==> src/rtl/wb_dac_channel_pkg.sv <==
// rtl/wb_dac_channel_pkg.sv - control-register bit map, DAC channel defaults and refill FSM states
package wb_dac_channel_pkg;

  // Control register layout shared with the acquisition channels.
  localparam int CONTROL_REG_ENABLE      = 0;
  localparam int CONTROL_REG_SIGNED_DATA = 1;

  // DAC channel defaults.
  localparam int DW_DEFAULT             = 32;
  localparam int DAC_DATA_WIDTH_DEFAULT = 8;
  localparam int SPW_DEFAULT            = DW_DEFAULT / DAC_DATA_WIDTH_DEFAULT;

  typedef enum logic {
    IDLE = 1'b0,
    FILL = 1'b1
  } fill_state_t;

endpackage

==> src/rtl/wb_dac_channel_if.sv <==
// rtl/wb_dac_channel_if.sv - SRAM burst-read and DAC sample handshake bundle
// master: the DAC channel (issues bursts, produces samples)
// slave : the SRAM read engine plus DAC front end
interface wb_dac_channel_if #(
  parameter int dw             = 32,
  parameter int DAC_DATA_WIDTH = 8,
  parameter int FIFO_DEPTH     = 16
);
  localparam int CW = $clog2(FIFO_DEPTH) + 1;

  logic                      sram_start;
  logic [CW-1:0]             sram_burst_len;
  logic [dw-1:0]             sram_data_in;
  logic                      sram_data_valid;
  logic                      sram_data_done;
  logic                      dac_sample_req;
  logic [DAC_DATA_WIDTH-1:0] dac_data;
  logic                      dac_data_valid;

  modport master (
    output sram_start, sram_burst_len, dac_data, dac_data_valid,
    input  sram_data_in, sram_data_valid, sram_data_done, dac_sample_req
  );

  modport slave (
    input  sram_start, sram_burst_len, dac_data, dac_data_valid,
    output sram_data_in, sram_data_valid, sram_data_done, dac_sample_req
  );
endinterface

==> src/rtl/wb_dac_channel_fifo.sv <==
// rtl/wb_dac_channel_fifo.sv - word FIFO with registered read data and synchronous flush
// push/wr_data in, pop in (rd_data valid the cycle after), count/empty out, flush clears
module wb_dac_channel_fifo #(
  parameter int WIDTH = 32,
  parameter int DEPTH = 16
) (
  input  logic                       clk,
  input  logic                       rst_n,
  input  logic                       flush,
  input  logic                       push,
  input  logic [WIDTH-1:0]           wr_data,
  input  logic                       pop,
  output logic [WIDTH-1:0]           rd_data,
  output logic [$clog2(DEPTH):0]     count,
  output logic                       empty
);
  localparam int AW = $clog2(DEPTH);
  localparam int CW = AW + 1;

  logic [WIDTH-1:0] mem [DEPTH];
  logic [AW-1:0]    wr_ptr, rd_ptr;
  logic             do_push, do_pop;

  assign empty   = (count == '0);
  assign do_pop  = pop && !empty;
  // A full FIFO still accepts a push when a pop frees a slot in the same cycle.
  assign do_push = push && ((count != CW'(DEPTH)) || do_pop);

  always_ff @(posedge clk or negedge rst_n) begin
    if (!rst_n) begin
      wr_ptr  <= '0;
      rd_ptr  <= '0;
      count   <= '0;
      rd_data <= '0;
    end else if (flush) begin
      wr_ptr <= '0;
      rd_ptr <= '0;
      count  <= '0;
    end else begin
      if (do_push) wr_ptr <= wr_ptr + 1'b1;
      if (do_pop) begin
        rd_ptr  <= rd_ptr + 1'b1;
        rd_data <= mem[rd_ptr];
      end
      case ({do_push, do_pop})
        2'b10:   count <= count + 1'b1;
        2'b01:   count <= count - 1'b1;
        default: count <= count;
      endcase
    end
  end

  always_ff @(posedge clk) begin
    if (do_push && !flush) mem[wr_ptr] <= wr_data;
  end
endmodule

==> src/rtl/wb_dac_data_disaggregation.sv <==
// rtl/wb_dac_data_disaggregation.sv - unpacks FIFO words into DAC samples, LSB sample first
// in : enable, clear, signed_data, fifo_empty, fifo_rd_data, sample_req
// out: fifo_pop, dac_data, dac_data_valid, underflow (sticky until clear)
module wb_dac_data_disaggregation #(
  parameter int dw             = 32,
  parameter int DAC_DATA_WIDTH = 8
) (
  input  logic                      clk,
  input  logic                      rst_n,
  input  logic                      enable,
  input  logic                      clear,
  input  logic                      signed_data,
  input  logic                      fifo_empty,
  input  logic [dw-1:0]             fifo_rd_data,
  input  logic                      sample_req,
  output logic                      fifo_pop,
  output logic [DAC_DATA_WIDTH-1:0] dac_data,
  output logic                      dac_data_valid,
  output logic                      underflow
);
  localparam int SPW = dw / DAC_DATA_WIDTH;
  localparam int IW  = (SPW > 1) ? $clog2(SPW) : 1;

  logic [SPW-1:0][DAC_DATA_WIDTH-1:0] hold;
  logic                               hold_valid;
  logic                               load_pending;
  logic [IW-1:0]                      idx;
  logic [DAC_DATA_WIDTH-1:0]          sample;

  // load_pending covers the registered FIFO read so one word is not popped twice.
  assign fifo_pop = enable && !hold_valid && !load_pending && !fifo_empty;
  // Signed mode flips the MSB: two's complement to offset binary.
  assign sample   = hold[idx] ^ {signed_data, {(DAC_DATA_WIDTH-1){1'b0}}};

  always_ff @(posedge clk or negedge rst_n) begin
    if (!rst_n) begin
      hold           <= '0;
      hold_valid     <= 1'b0;
      load_pending   <= 1'b0;
      idx            <= '0;
      dac_data       <= '0;
      dac_data_valid <= 1'b0;
      underflow      <= 1'b0;
    end else begin
      dac_data_valid <= 1'b0;
      if (clear) begin
        hold         <= '0;
        hold_valid   <= 1'b0;
        load_pending <= 1'b0;
        idx          <= '0;
        underflow    <= 1'b0;
      end else begin
        load_pending <= fifo_pop;
        if (load_pending) begin
          hold       <= fifo_rd_data;
          hold_valid <= 1'b1;
        end
        if (enable && sample_req) begin
          dac_data_valid <= 1'b1;
          if (hold_valid) begin
            dac_data <= sample;
            if (idx == IW'(SPW - 1)) begin
              idx        <= '0;
              hold_valid <= 1'b0;
            end else begin
              idx <= idx + 1'b1;
            end
          end else begin
            underflow <= 1'b1;
          end
        end
      end
    end
  end
endmodule

==> src/rtl/wb_dac_channel.sv <==
// rtl/wb_dac_channel.sv - DAC playback channel: SRAM burst refill into word FIFO, sample unpacking
// wb_clk/wb_rst       : clock, asynchronous active-low reset
// master_enable, control, fifo_number_samples_terminal : enables, signed select, refill threshold
// bus (master)        : sram_start/burst_len out, sram_data_in/valid/done in, dac_sample_req in, dac_data/valid out
// underflow, fifo_empty : status
module wb_dac_channel
  import wb_dac_channel_pkg::*;
#(
  parameter int dw             = DW_DEFAULT,
  parameter int DAC_DATA_WIDTH = DAC_DATA_WIDTH_DEFAULT,
  parameter int FIFO_DEPTH     = 16
) (
  input  logic                        wb_clk,
  input  logic                        wb_rst,
  input  logic                        master_enable,
  input  logic [dw-1:0]               control,
  input  logic [$clog2(FIFO_DEPTH):0] fifo_number_samples_terminal,
  wb_dac_channel_if.master            bus,
  output logic                        underflow,
  output logic                        fifo_empty
);
  localparam int CW = $clog2(FIFO_DEPTH) + 1;

  fill_state_t   state;
  logic          enable, flush, push, pop;
  logic [CW-1:0] count;
  logic [dw-1:0] rd_data;
  logic          sram_start_q;
  logic [CW-1:0] sram_burst_len_q;
  logic          unused_control;

  assign enable         = master_enable & control[CONTROL_REG_ENABLE];
  // Flushing waits for IDLE so an issued burst always runs to sram_data_done.
  assign flush          = !enable && (state == IDLE);
  assign push           = (state == FILL) && bus.sram_data_valid;
  assign unused_control = ^control[dw-1:CONTROL_REG_SIGNED_DATA+1];

  assign bus.sram_start     = sram_start_q;
  assign bus.sram_burst_len = sram_burst_len_q;

  always_ff @(posedge wb_clk or negedge wb_rst) begin
    if (!wb_rst) begin
      state            <= IDLE;
      sram_start_q     <= 1'b0;
      sram_burst_len_q <= '0;
    end else begin
      sram_start_q <= 1'b0;
      case (state)
        IDLE: begin
          if (enable && (count <= fifo_number_samples_terminal)) begin
            state            <= FILL;
            sram_start_q     <= 1'b1;
            sram_burst_len_q <= CW'(FIFO_DEPTH) - count;
          end
        end
        FILL: begin
          if (bus.sram_data_done) state <= IDLE;
        end
        default: state <= IDLE;
      endcase
    end
  end

  wb_dac_channel_fifo #(
    .WIDTH(dw),
    .DEPTH(FIFO_DEPTH)
  ) u_fifo (
    .clk    (wb_clk),
    .rst_n  (wb_rst),
    .flush  (flush),
    .push   (push),
    .wr_data(bus.sram_data_in),
    .pop    (pop),
    .rd_data(rd_data),
    .count  (count),
    .empty  (fifo_empty)
  );

  wb_dac_data_disaggregation #(
    .dw            (dw),
    .DAC_DATA_WIDTH(DAC_DATA_WIDTH)
  ) u_disagg (
    .clk           (wb_clk),
    .rst_n         (wb_rst),
    .enable        (enable),
    .clear         (flush),
    .signed_data   (control[CONTROL_REG_SIGNED_DATA]),
    .fifo_empty    (fifo_empty),
    .fifo_rd_data  (rd_data),
    .sample_req    (bus.dac_sample_req),
    .fifo_pop      (pop),
    .dac_data      (bus.dac_data),
    .dac_data_valid(bus.dac_data_valid),
    .underflow     (underflow)
  );
endmodule

==> src/flat_wrapper.sv <==
// flat-port wrapper written by rule: the top's interface ports become plain ports
module wb_dac_channel_flat import wb_dac_channel_pkg::*;
#(
  parameter int dw             = DW_DEFAULT,
  parameter int DAC_DATA_WIDTH = DAC_DATA_WIDTH_DEFAULT,
  parameter int FIFO_DEPTH     = 16
)
  (wb_clk, wb_rst, master_enable, control, fifo_number_samples_terminal, underflow, fifo_empty, bus_sram_start, bus_sram_burst_len, bus_dac_data, bus_dac_data_valid, bus_sram_data_in, bus_sram_data_valid, bus_sram_data_done, bus_dac_sample_req);
  wb_dac_channel_if #(.dw(dw), .DAC_DATA_WIDTH(DAC_DATA_WIDTH), .FIFO_DEPTH(FIFO_DEPTH)) bus_i ();
  input  logic wb_clk;
  input  logic wb_rst;
  input  logic master_enable;
  input  logic [dw-1:0] control;
  input  logic [$clog2(FIFO_DEPTH):0] fifo_number_samples_terminal;
  output logic underflow;
  output logic fifo_empty;
  output wire logic [$bits(bus_i.sram_start)-1:0] bus_sram_start;
  output wire logic [$bits(bus_i.sram_burst_len)-1:0] bus_sram_burst_len;
  output wire logic [$bits(bus_i.dac_data)-1:0] bus_dac_data;
  output wire logic [$bits(bus_i.dac_data_valid)-1:0] bus_dac_data_valid;
  input wire logic [$bits(bus_i.sram_data_in)-1:0] bus_sram_data_in;
  input wire logic [$bits(bus_i.sram_data_valid)-1:0] bus_sram_data_valid;
  input wire logic [$bits(bus_i.sram_data_done)-1:0] bus_sram_data_done;
  input wire logic [$bits(bus_i.dac_sample_req)-1:0] bus_dac_sample_req;
  assign bus_sram_start = bus_i.sram_start;
  assign bus_sram_burst_len = bus_i.sram_burst_len;
  assign bus_dac_data = bus_i.dac_data;
  assign bus_dac_data_valid = bus_i.dac_data_valid;
  assign bus_i.sram_data_in = bus_sram_data_in;
  assign bus_i.sram_data_valid = bus_sram_data_valid;
  assign bus_i.sram_data_done = bus_sram_data_done;
  assign bus_i.dac_sample_req = bus_dac_sample_req;
  wb_dac_channel #(.dw(dw), .DAC_DATA_WIDTH(DAC_DATA_WIDTH), .FIFO_DEPTH(FIFO_DEPTH)) u_core (.wb_clk(wb_clk), .wb_rst(wb_rst), .master_enable(master_enable), .control(control), .fifo_number_samples_terminal(fifo_number_samples_terminal), .bus(bus_i), .underflow(underflow), .fifo_empty(fifo_empty));
endmodule
==> config.mk <==
export PLATFORM = sky130hd
export DESIGN_NAME = wb_dac_channel_flat
export DESIGN_NICKNAME = d
export VERILOG_FILES = /design/src/rtl/wb_dac_channel_pkg.sv /design/src/rtl/wb_dac_channel_if.sv /design/src/rtl/wb_dac_channel_fifo.sv /design/src/rtl/wb_dac_data_disaggregation.sv /design/src/rtl/wb_dac_channel.sv /design/src/flat_wrapper.sv
export SDC_FILE = /design/constraint.sdc
export NUM_CORES = 1
export LEC_CHECK = 0
export CAP_MARGIN = 10
export CORE_AREA = 2 2 202 204
export DETAILED_ROUTE_END_ITERATION = 10
export DIE_AREA = 0 0 204 206
export PLACE_DENSITY = 0.81
export SLEW_MARGIN = 20
export SYNTH_ARGS = -nofsm -noshare
export SYNTH_HDL_FRONTEND = slang
export SYNTH_SLANG_ARGS = --single-unit
export TNS_END_PERCENT = 30
==> constraint.sdc <==
create_clock -name wb_clk -period 4.1 [get_ports wb_clk]
set_input_delay 0.82 -clock wb_clk [delete_from_list [all_inputs] [get_ports wb_clk]]
set_output_delay 0.82 -clock wb_clk [all_outputs]
set_load 0.005 [all_outputs]
==> insert_results.sql, run 1 <==
INSERT INTO impl_metrics (metric_group, metric, value, unit) VALUES
('global_route', 'grt_first_pass_wirelength', '76500', 'µm'),
('sta', 'final-max-slew-violation-count', '0', ''),
('routing', 'ant_nets', '0', ''),
('yosys', 'synth_top_cell_by_area', 'edfxtp_1', ''),
('sta', 'fin_crit_sh', '0.8823', ''),
('status', 'status', 'finished, final reports clean', ''),
('yosys', 'cell_types_with_the_highest_counts_after_synthesis', 'edfxtp_1, mux4_2, dfrtp_1', ''),
('pwr', 'total_switching_power', '3.570', 'mW'),
('cts', 'tritoncts.num_buffers', '55', ''),
('global_route', 'grt_overflow', '0', ''),
('placed_design', 'placedCellCount', '1727', ''),
('global_route', 'number_of_global_route_vias_before_repair', '12080', ''),
('die', 'die_height', '206', 'µm'),
('setup_path', 'max_stage_delay', '0.89', 'ns'),
('sta', 'slew-limit-headroom', '0.2800', ''),
('sta', 'worst_slew_pin_slew', '1.080', 'ns'),
('cells_and_area', 'antenna-diode-count', '0', ''),
('cts', 'clock_sinks', '610', ''),
('die', 'start_util', '0.5884', ''),
('yosys', 'syn_area_per_cell', '20.51', 'µm²'),
('cts', 'clock_latency', '0.58', 'ns'),
('die', 'design.core.area', '40180', 'µm²'),
('yosys', 'ffs_w_async_s_r_synth', '0.1607', ''),
('routing', 'viasPerCell', '6.511', ''),
('cells_and_area', 'final_cell_area', '26940', 'µm²'),
('placed_design', 'dpl-instance-area', '25120', 'µm²'),
('cells_and_area', 'area.growth.synth_to_final', '13.93', '%'),
('sta', 'totalNegativeSetupSlack', '0', 'ns'),
('cts', 'cts_buffer_depth', '3', ''),
('routing', 'route.vias.total', '11910', ''),
('yosys', 'mappedNetlistNets', '1246', ''),
('yosys', 'post_synth_instance_area', '23640', 'µm²'),
('global_route', 'globalRouteTotalUtil', '0.2512', ''),
('die', 'dieArea', '42020', 'µm²'),
('cts', 'ctsHoldBuffers', '0', ''),
('sta', 'max_freq', '0.2764', 'GHz'),
('sta', 'final-hold-violation-count', '0', ''),
('yosys', 'netlist_top_cells_area', 'edfxtp_1, mux4_2, dfrtp_1', ''),
('routing', 'drc', '0', ''),
('setup_path', 'critPathMaxFanout', '14', ''),
('global_route', 'antenna_found_initial', '0', ''),
('sta', 'final-setup-viol-count', '0', ''),
('yosys', 'synth_sequential_area_ratio', '0.7540', ''),
('global_route', 'grt_max_degree', '57', ''),
('pwr', 'sw_frac_of_total', '0.2429', ''),
('setup_path', 'timing.critical_path.cells', 'inv_1, ha_1, nor3b_1, ha_1, nor3_4, nand2_2, inv_1, nand3b_1, o22ai_1, nor3_1', ''),
('yosys', 'synth_ff_type', 'edfxtp_1', ''),
('setup_path', 'worstRegToRegCells', '10', ''),
('setup_path', 'worstPathArrival', '4.06', 'ns'),
('sta', 'grt_setup_unrepaired', 'no', ''),
('pwr', 'seq_power_share', '0.513', ''),
('placed_design', 'globalplace.congestion', '0.7637', ''),
('pwr', 'comb_power_share', '0.140', ''),
('sta', 'fin_crit', '3.617', 'ns'),
('hold_path', 'hp-class', 'input port to asynchronous set/reset pin', ''),
('cells_and_area', 'final_cell_count_no_fill', '1829', ''),
('cts', 'htree_num_levels', '2', ''),
('cts', 'cts_root_buf', 'clkbuf_16', ''),
('pwr', 'cell_internal_pwr', '11.13', 'mW'),
('setup_path', 'timing.critical_path.from_type', 'flip-flop', ''),
('yosys', 'synth_warnings', '0', ''),
('routing', 'firstDrtPassIters', '5', ''),
('yosys', 'synthesis.instances', '1153', ''),
('cells_and_area', 'postLayoutCoreUtil', '0.6704', ''),
('yosys', 'yosysMostFrequentCell', 'edfxtp_1', ''),
('flow_run', 'max_cap_violations', '0', ''),
('placed_design', 'buffer_ports.inserted', '61', ''),
('die', 'die_width', '204', 'µm'),
('die', 'number_of_rows_in_the_core_area', '74', ''),
('setup_path', 'endpoint_kind', 'flip-flop', ''),
('cts', 'post-cts-setup-buffers', '0', '');
-- state kept, by name (all words and copies together) (netlist names) --
register                        cells
u_core.u_disagg.hold               32
u_core.u_fifo.rd_ptr                4
u_core.u_disagg.load_pending        1
u_core.u_disagg.dac_data            8
u_core.u_disagg.idx                 2
u_core.u_fifo.wr_ptr                4
u_core.u_disagg.underflow           1
u_core.bus.sram_start               1
u_core.u_disagg.hold_valid          1
u_core.u_fifo.count                 5
u_core.u_disagg.dac_data_valid      1
u_core.bus.sram_burst_len           5
u_core.u_fifo.mem                 512
u_core.state                        1
u_core.u_fifo.rd_data              32
-- worst max-delay path: cells and delay by family, from the launching register on --
| kind | cells | cell delay, ns |
|---|---|---|
| buffers and inverters | 2 | 0.67 |
| adder cells (fa/ha/maj) | 2 | 0.49 |
| AND/OR/NAND/NOR | 5 | 1.43 |
| AO/OA/AOI/OAI | 1 | 0.51 |
| flip-flops | 1 | 0.38 |
-- per-stage QoR --
stage | hold WS [ns] | power [mW] | setup WS, ns
detailed placement | 0.4849 | 9.667 | 0.5677
CTS | 0.3576 | 14.75 | 0.6300
global placement | 0.4626 | 9.576 | 0.6718
global route | 0.3880 | 15.17 | 0.4406
finish | 0.3483 | 14.70 | 0.4825
floorplan | 0.4487 | 8.895 | 1.057
-- path summary, 6_finish.rpt --
kind	slack [ns]	to	from
max reg2reg	0.48	u_core.u_fifo.rd_data[11]	u_core.u_fifo.count[0]
min in group wb_clk	0.51	u_core.u_disagg.dac_data[7]	u_core.u_disagg.dac_data[7]
max	0.48	u_core.u_fifo.rd_data[11]	u_core.u_fifo.count[0]
max in group asynchronous	2.84	u_core.u_fifo.rd_data[10]	wb_rst
min reg2reg	0.51	u_core.u_disagg.dac_data[7]	u_core.u_disagg.dac_data[7]
min	0.35	u_core.u_disagg.hold[26]	wb_rst
-- routing by layer --
metal	share of wire	up-vias	track usage
met3	0.097	121	0.03879
met4	0.033	0	0.09058
met1	0.38	6130	0.3572
met5	0	-	0
li1	-	4873	-
met2	0.49	785	0.4040
-- placed cells by master, fill, tap and decap left out, drive strengths merged, types with 5 or more instances in the layout --
cell,Yosys,final
a21oi,10,10
a22oi,26,26
and2,5,5
and3,11,11
buf,42,43
clkbuf,19,83
clkdlybuf4s50,0,60
clkinv,0,12
dfrtp,98,98
edfxtp,512,512
ha,17,17
inv,15,15
mux2,40,40
mux2i,35,35
mux4,136,136
nand2,35,35
nand3,9,9
nor2,59,59
nor3,7,7
o21ai,7,7
o22ai,25,25
xnor2,6,6
-- logic make-up after synthesis --
| kind of cell | count (synthesis) | synth area share |
|---|---|---|
| AOI/OAI and AO/OA | 87 | 0.02582 |
| DFF | 610 | 0.7540 |
| xor gates and xnor gates | 8 | 0.002964 |
| adders and majority gates | 18 | 0.009843 |
| muxes | 211 | 0.1634 |
| and+or+nand+nor | 143 | 0.02863 |
| buffers and inverters | 76 | 0.01535 |
-- power groups by stage --
stage	combinational, mW	clock (mW)	sequential, mW
detailed placement	2.02	0	7.65
finish	2.05	5.11	7.53
global placement	1.95	0	7.63
global route	2.22	5.39	7.56
floorplan	1.55	0	7.35
CTS	2.06	5.16	7.53
-- layout make-up --
type	instances	area, µm²
Clock buffer	83	1624
Inverter	15	56.30
Clock inverter	19	191.4
Fill cell	2424	13250
Multi-Input combinational cell	467	5477
Sequential cell	610	17840
Tap cell	532	665.6
Timing Repair Buffer	103	1086
No activity file was read; power rests on OpenSTA's default activity.
==> run 2, diff against run 1 <==
- PLACE_DENSITY: 0.81 -> 0.86
==> insert_results.sql, run 2 (synthesized netlist as in run 1, its figures left out) <==
INSERT INTO impl_metrics (metric_group, metric, value, unit) VALUES
('die', 'design.core.area', '40180', 'µm²'),
('cells_and_area', 'final_cell_count_no_fill', '1829', ''),
('placed_design', 'buffer_ports.inserted', '61', ''),
('pwr', 'p_per_area', '534.9', 'nW/µm²'),
('cells_and_area', 'area.growth.synth_to_final', '13.20', '%'),
('global_route', 'number_of_global_route_vias_before_repair', '12430', ''),
('setup_path', 'critPathMaxFanout', '18', ''),
('setup_path', 'endpoint_kind', 'flip-flop', ''),
('cts', 'cts_buffer_depth', '3', ''),
('sta', 'max_freq', '0.2744', 'GHz'),
('setup_path', 'worstSetupPathType', 'flip-flop to flip-flop', ''),
('placed_design', 'globalplace.congestion', '0.8217', ''),
('placed_design', 'placement.setup.worst_slack', '0.4855', 'ns'),
('cts', 'path_clk_slew', '0.07', 'ns'),
('setup_path', 'timing.critical_path.to', 'u_core.u_fifo.count[4]', ''),
('cells_and_area', 'postLayoutCoreUtil', '0.6661', ''),
('sta', 'clock_skew', '0.02048', 'ns'),
('sta', 'fin_crit_sh', '0.8890', ''),
('sta', 'totalNegativeSetupSlack', '0', 'ns'),
('setup_path', 'worstPathArrival', '4.12', 'ns'),
('placed_design', 'placedCellCount', '1728', ''),
('cells_and_area', 'layout.cells.most_common', 'edfxtp_1', ''),
('cts', 'clock_latency', '0.60', 'ns'),
('die', 'die_height', '206', 'µm'),
('global_route', 'grt_overflow', '0', ''),
('die', 'die_width', '204', 'µm'),
('die', 'start_util', '0.5884', ''),
('sta', 'setup_slack', '0.4551', 'ns'),
('pwr', 'post-layout-total-power', '14.32', 'mW'),
('global_route', 'grt_max_degree', '99', ''),
('setup_path', 'worst-r2r-setup-slack', '0.46', 'ns'),
('routing', 'firstDrtPassIters', '5', ''),
('cells_and_area', 'largest-register', 'u_core.u_fifo.mem', ''),
('global_route', 'grt-busiest-layer', 'met2', ''),
('setup_path', 'worstReg2RegStart', 'u_core.u_fifo.count[0]', ''),
('routing', 'totalWireLength', '52790', 'µm'),
('sta', 'worst_slew_pin_slew', '1.075', 'ns'),
('routing', 'drtIter0Drc', '1300', ''),
('setup_path', 'timing.critical_path.from_type', 'flip-flop', ''),
('sta', 'final-max-slew-violation-count', '0', ''),
('sta', 'slew-limit-headroom', '0.2834', ''),
('setup_path', 'worstPathRequired', '4.57', 'ns'),
('routing', 'routed_wl_per_cell', '28.86', 'µm'),
('cells_and_area', 'final_cell_area', '26770', 'µm²'),
('setup_path', 'timing.critical_path.cells', 'inv_1, ha_1, nor3b_1, ha_1, nor3_4, nand2_2, inv_1, buf_4, o311ai_2, o21ai_0, a32o_1', ''),
('cells_and_area', 'largest_register_ffs', '512', ''),
('cts', 'clock_sinks', '610', ''),
('setup_path', 'reg2reg_to', 'u_core.u_fifo.count[4]', ''),
('cells_and_area', 'top_regs', 'u_core.u_fifo.mem x512, u_core.u_disagg.hold x32, u_core.u_fifo.rd_data x32', ''),
('setup_path', 'max_stage_delay', '0.59', 'ns'),
('sta', 'final-setup-viol-count', '0', ''),
('hold_path', 'hp-class', 'input port to asynchronous set/reset pin', ''),
('cells_and_area', 'antenna-diode-count', '0', ''),
('cts', 'cts_root_buf', 'clkbuf_16', ''),
('sta', 'fin_crit', '3.645', 'ns'),
('cells_and_area', 'fillers', '2374', ''),
('flow_run', 'max_cap_violations', '0', ''),
('die', 'dieArea', '42020', 'µm²'),
('status', 'status', 'finished, final reports clean', ''),
('setup_path', 'worstRegToRegCells', '11', ''),
('placed_design', 'post-dp-hpwl', '28540', 'µm'),
('pwr', 'peakVddDrop', '336.1', 'µV'),
('routing', 'route.vias.total', '12070', ''),
('placed_design', 'dpl-instance-area', '25130', 'µm²'),
('die', 'design.portCount', '92', ''),
('sta', 'grt_setup_unrepaired', 'no', ''),
('routing', 'ant_nets', '0', ''),
('routing', 'drc', '0', ''),
('setup_path', 'critPathSlowestCell', 'o311ai_2', ''),
('global_route', 'antenna_found_initial', '0', ''),
('global_route', 'globalRouteTotalUtil', '0.2602', ''),
('cells_and_area', 'layout.nets', '1345', ''),
('global_route', 'grtUsageMet3', '0.04305', ''),
('cts', 'cts_tree', 'done', ''),
('routing', 'viasPerCell', '6.599', ''),
('pwr', 'power_leakage', '8.892', 'nW'),
('cells_and_area', 'layout.cells.most_common_list', 'edfxtp_1, mux4_2, dfrtp_1', ''),
('sta', 'final-hold-violation-count', '0', ''),
('cts', 'ctsHoldBuffers', '0', ''),
('global_route', 'grt_first_pass_wirelength', '79400', 'µm'),
('cts', 'post_cts.resized_instances', '0', ''),
('cells_and_area', 'share_of_layout_cells_above_drive_strength_1', '0.2460', ''),
('global_route', 'grtUsageMet2', '0.4265', ''),
('setup_path', 'crit_start', 'u_core.u_fifo.count[0]', ''),
('cts', 'post-cts-setup-buffers', '0', ''),
('cts', 'tritoncts.num_buffers', '54', ''),
('global_route', 'grtUsageMet1', '0.3489', ''),
('die', 'number_of_rows_in_the_core_area', '74', ''),
('cts', 'htree_num_levels', '2', ''),
('sta', 'hold_slack_final', '0.2835', 'ns');
-- run 2: layer usage --
layer / vias to the layer above / part of all wire
li1: 4884 / -
met3: 163 / 0.086
met1: 6253 / 0.37
met2: 770 / 0.50
met4: 0 / 0.044
met5: - / 0
-- run 2: how the worst min path moves through the flow --
stage / slack (ns) / depth (start not counted) / to
3_5_place_dp: 0.49 / 2 / u_core.u_disagg.dac_data[7]
4_1_cts: 0.31 / 2 / u_core.u_fifo.rd_data[17]
5_1_grt: 0.32 / 2 / u_core.u_fifo.rd_data[28]
3_3_place_gp: 0.48 / 2 / u_core.u_disagg.underflow
2_1_floorplan: 0.45 / 2 / u_core.u_fifo.rd_data[1]
6_report: 0.28 / 2 / u_core.u_fifo.rd_data[26]
-- run 2: worst max-delay path: cells and delay by family, from the launching register on --
family	cells	cell delay, ns
DFF	1	0.41
AOI/OAI and AO/OA	3	1.01
buffers and inverters	3	0.82
adders and majority gates	2	0.51
and+or+nand+nor	3	0.78
-- run 2: where the power goes --
part / internal [mW] / total (mW) / switching [mW]
clock: 2.54 / 4.70 / 2.16
sequential: 7.08 / 7.48 / 0.403
combinational: 1.07 / 2.14 / 1.06
total: 10.7 / 14.3 / 3.63
-- run 2: layout make-up --
cell class / count / area (µm²) / area share
Tap cell: 532 / 665.6 / 0.02487
Timing Repair Buffer: 104 / 1094 / 0.04086
Multi-Input combinational cell: 467 / 5477 / 0.2046
Clock buffer: 66 / 1418 / 0.05296
Inverter: 15 / 56.30 / 0.002104
Clock inverter: 35 / 219.0 / 0.008181
Sequential cell: 610 / 17840 / 0.6664
==> run 3, diff against run 2 <==
- clock period: 4.1 -> 3.4 ns (I/O delays scaled with it)
==> insert_results.sql, run 3 (synthesized netlist as in run 1, its figures left out) <==
INSERT INTO impl_metrics (metric_group, metric, value, unit) VALUES
('routing', 'route.vias.total', '12250', ''),
('flow_run', 'max_cap_violations', '0', ''),
('setup_path', 'critPathMaxFanout', '5', ''),
('global_route', 'number_of_global_route_vias_before_repair', '12680', ''),
('setup_path', 'timing.critical_path.from_type', 'flip-flop', ''),
('routing', 'drc', '0', ''),
('cts', 'htree_num_levels', '2', ''),
('status', 'status', 'finished, final reports clean', ''),
('sta', 'totalNegativeSetupSlack', '0', 'ns'),
('cts', 'clock_latency', '0.59', 'ns'),
('setup_path', 'worstReg2RegStart', 'u_core.u_fifo.count[0]', ''),
('pwr', 'power_leakage', '9.090', 'nW'),
('cts', 'cts_tree', 'done', ''),
('sta', 'fin_crit', '3.221', 'ns'),
('cts', 'post_cts.resized_instances', '0', ''),
('sta', 'slew-limit-headroom', '0.4080', ''),
('placed_design', 'post-dp-hpwl', '29330', 'µm'),
('sta', 'final-max-slew-violation-count', '0', ''),
('die', 'design.portCount', '92', ''),
('cts', 'clock_sinks', '610', ''),
('setup_path', 'worst-r2r-setup-slack', '0.28', 'ns'),
('placed_design', 'buffer_ports.inserted', '61', ''),
('setup_path', 'max_stage_delay', '0.55', 'ns'),
('routing', 'viasPerCell', '6.630', ''),
('routing', 'ant_nets', '0', ''),
('cells_and_area', 'final_cell_count_no_fill', '1847', ''),
('setup_path', 'crit_buf_inv', '2', ''),
('die', 'number_of_rows_in_the_core_area', '74', ''),
('setup_path', 'timing.critical_path.to', 'fifo_empty', ''),
('cells_and_area', 'layout.cells.most_common', 'edfxtp_1', ''),
('setup_path', 'critPathSlowestCell', 'clkdlybuf4s50_1', ''),
('pwr', 'peakVddDrop', '412.6', 'µV'),
('sta', 'final-hold-violation-count', '0', ''),
('setup_path', 'worstRegToRegCells', '10', ''),
('global_route', 'grt_max_degree', '77', ''),
('setup_path', 'worstPathRequired', '2.72', 'ns'),
('setup_path', 'path_common_cell', 'ha_1', ''),
('cts', 'cts_buffer_depth', '3', ''),
('setup_path', 'worstPathArrival', '2.54', 'ns'),
('global_route', 'antenna_found_initial', '1', ''),
('global_route', 'grt_first_pass_wirelength', '79940', 'µm'),
('setup_path', 'endpoint_kind', 'output pin', ''),
('cts', 'ctsHoldBuffers', '0', ''),
('global_route', 'grt_overflow', '0', ''),
('cells_and_area', 'share_of_layout_cells_above_drive_strength_1', '0.2641', ''),
('sta', 'max_freq', '0.3104', 'GHz'),
('global_route', 'globalRouteTotalUtil', '0.2614', ''),
('sta', 'grt_setup_unrepaired', 'no', ''),
('cts', 'tritoncts.num_buffers', '56', ''),
('cells_and_area', 'largest-register', 'u_core.u_fifo.mem', ''),
('placed_design', 'placement.setup.worst_slack', '0.2830', 'ns'),
('sta', 'worst_slew_pin_slew', '0.8881', 'ns'),
('die', 'die_width', '204', 'µm'),
('cells_and_area', 'fillers', '2305', ''),
('routing', 'firstDrtPassIters', '5', ''),
('sta', 'final-setup-viol-count', '0', ''),
('die', 'design.core.area', '40180', 'µm²'),
('die', 'start_util', '0.5884', ''),
('setup_path', 'crit_start', 'u_core.u_fifo.count[0]', ''),
('placed_design', 'placedCellCount', '1740', ''),
('cts', 'path_clk_slew', '0.07', 'ns'),
('routing', 'drtIter0Drc', '1586', ''),
('setup_path', 'crit_family', 'buffers and inverters', ''),
('cells_and_area', 'layout.nets', '1359', ''),
('sta', 'setup_slack', '0.1786', 'ns'),
('hold_path', 'hp-class', 'input port to asynchronous set/reset pin', ''),
('die', 'dieArea', '42020', 'µm²'),
('cells_and_area', 'largest_register_ffs', '512', ''),
('routing', 'totalWireLength', '53620', 'µm'),
('cells_and_area', 'area.growth.synth_to_final', '14.50', '%'),
('pwr', 'p_per_area', '663.4', 'nW/µm²'),
('placed_design', 'globalplace.congestion', '0.8161', ''),
('sta', 'clock_skew', '0.02455', 'ns'),
('setup_path', 'stages_on_worst_setup_path', '5', ''),
('cells_and_area', 'top_regs', 'u_core.u_fifo.mem x512, u_core.u_disagg.hold x32, u_core.u_fifo.rd_data x32', ''),
('cts', 'cts_root_buf', 'clkbuf_16', ''),
('routing', 'routed_wl_per_cell', '29.03', 'µm'),
('die', 'die_height', '206', 'µm'),
('setup_path', 'timing.critical_path.cells', 'inv_1, ha_1, nor3b_1, ha_1, clkdlybuf4s50_1', ''),
('cts', 'post-cts-setup-buffers', '0', ''),
('setup_path', 'reg2reg_to', 'u_core.u_fifo.mem[0][19]', ''),
('setup_path', 'worstSetupPathType', 'flip-flop to output pin', ''),
('sta', 'fin_crit_sh', '0.9475', ''),
('cells_and_area', 'layout.cells.most_common_list', 'edfxtp_1, mux4_2, dfrtp_1', '');
==> run 3: changes by cell type in the layout (fill, tap and decap cells not counted), moves of 2 or more <==
cell,change
buf_12,-4
clkbuf_16,+6
clkbuf_8,+11
clkinv_2,+2
buf_4,+16
clkinv_1,-12
clkinvlp_4,-2
==> run 3: metrics by stage <==
step / power (mW) / hold slack (ns) / utilization / cell area, µm²
after floorplan: 10.73 / 0.3844 / - / 23640
after global placement: 11.55 / 0.4857 / 0.6264 / 25170
after detailed placement: 11.70 / 0.4757 / 0.6264 / 25170
after CTS: 18.00 / 0.2034 / 0.6737 / 27070
after global routing: 18.51 / 0.2281 / 0.6737 / 27070
final: 17.96 / 0.1671 / 0.6737 / 27070
==> run 3: area by class of cell <==
| type | count | area [µm²] | area share |
|---|---|---|---|
| Clock buffer | 84 | 1723 | 0.06364 |
| Clock inverter | 22 | 177.7 | 0.006563 |
| Multi-Input combinational cell | 467 | 5477 | 0.2023 |
| Sequential cell | 610 | 17840 | 0.6589 |
| Inverter | 15 | 56.30 | 0.002080 |
| Tap cell | 532 | 665.6 | 0.02459 |
| Antenna cell | 1 | 2.502 | 0.00009243 |
| Timing Repair Buffer | 116 | 1134 | 0.04187 |
==> run 3: how the worst min path moves through the flow <==
stage	start	end	cells after the start
after global routing	wb_rst	u_core.u_disagg.dac_data[1]	1
after global placement	u_core.u_fifo.rd_data[23]	u_core.u_fifo.rd_data[23]	2
final	wb_rst	u_core.u_disagg.dac_data[5]	1
after detailed placement	u_core.u_fifo.rd_data[23]	u_core.u_fifo.rd_data[23]	2
after CTS	wb_rst	u_core.u_fifo.rd_data[26]	1
after floorplan	wb_rst	u_core.bus.sram_burst_len[0]	0
==> run 3: where the power goes <==
| part | internal (mW) | switching [mW] | total [mW] | leakage [nW] |
|---|---|---|---|---|
| combinational | 1.32 | 1.31 | 2.64 | 2.27 |
| sequential | 8.54 | 0.461 | 9.00 | 5.87 |
| clock | 3.66 | 2.66 | 6.32 | 0.943 |
==> run 3: metal layers <==
layer | global-route usage | share of wire | up-vias | routed length (µm)
li1 | - | - | 4904 | -
met1 | 0.3585 | 0.37 | 6334 | 19840
met2 | 0.4176 | 0.49 | 838 | 26370
met3 | 0.05535 | 0.099 | 170 | 5285
met4 | 0.1053 | 0.040 | 0 | 2122
met5 | 0 | 0 | - | 0
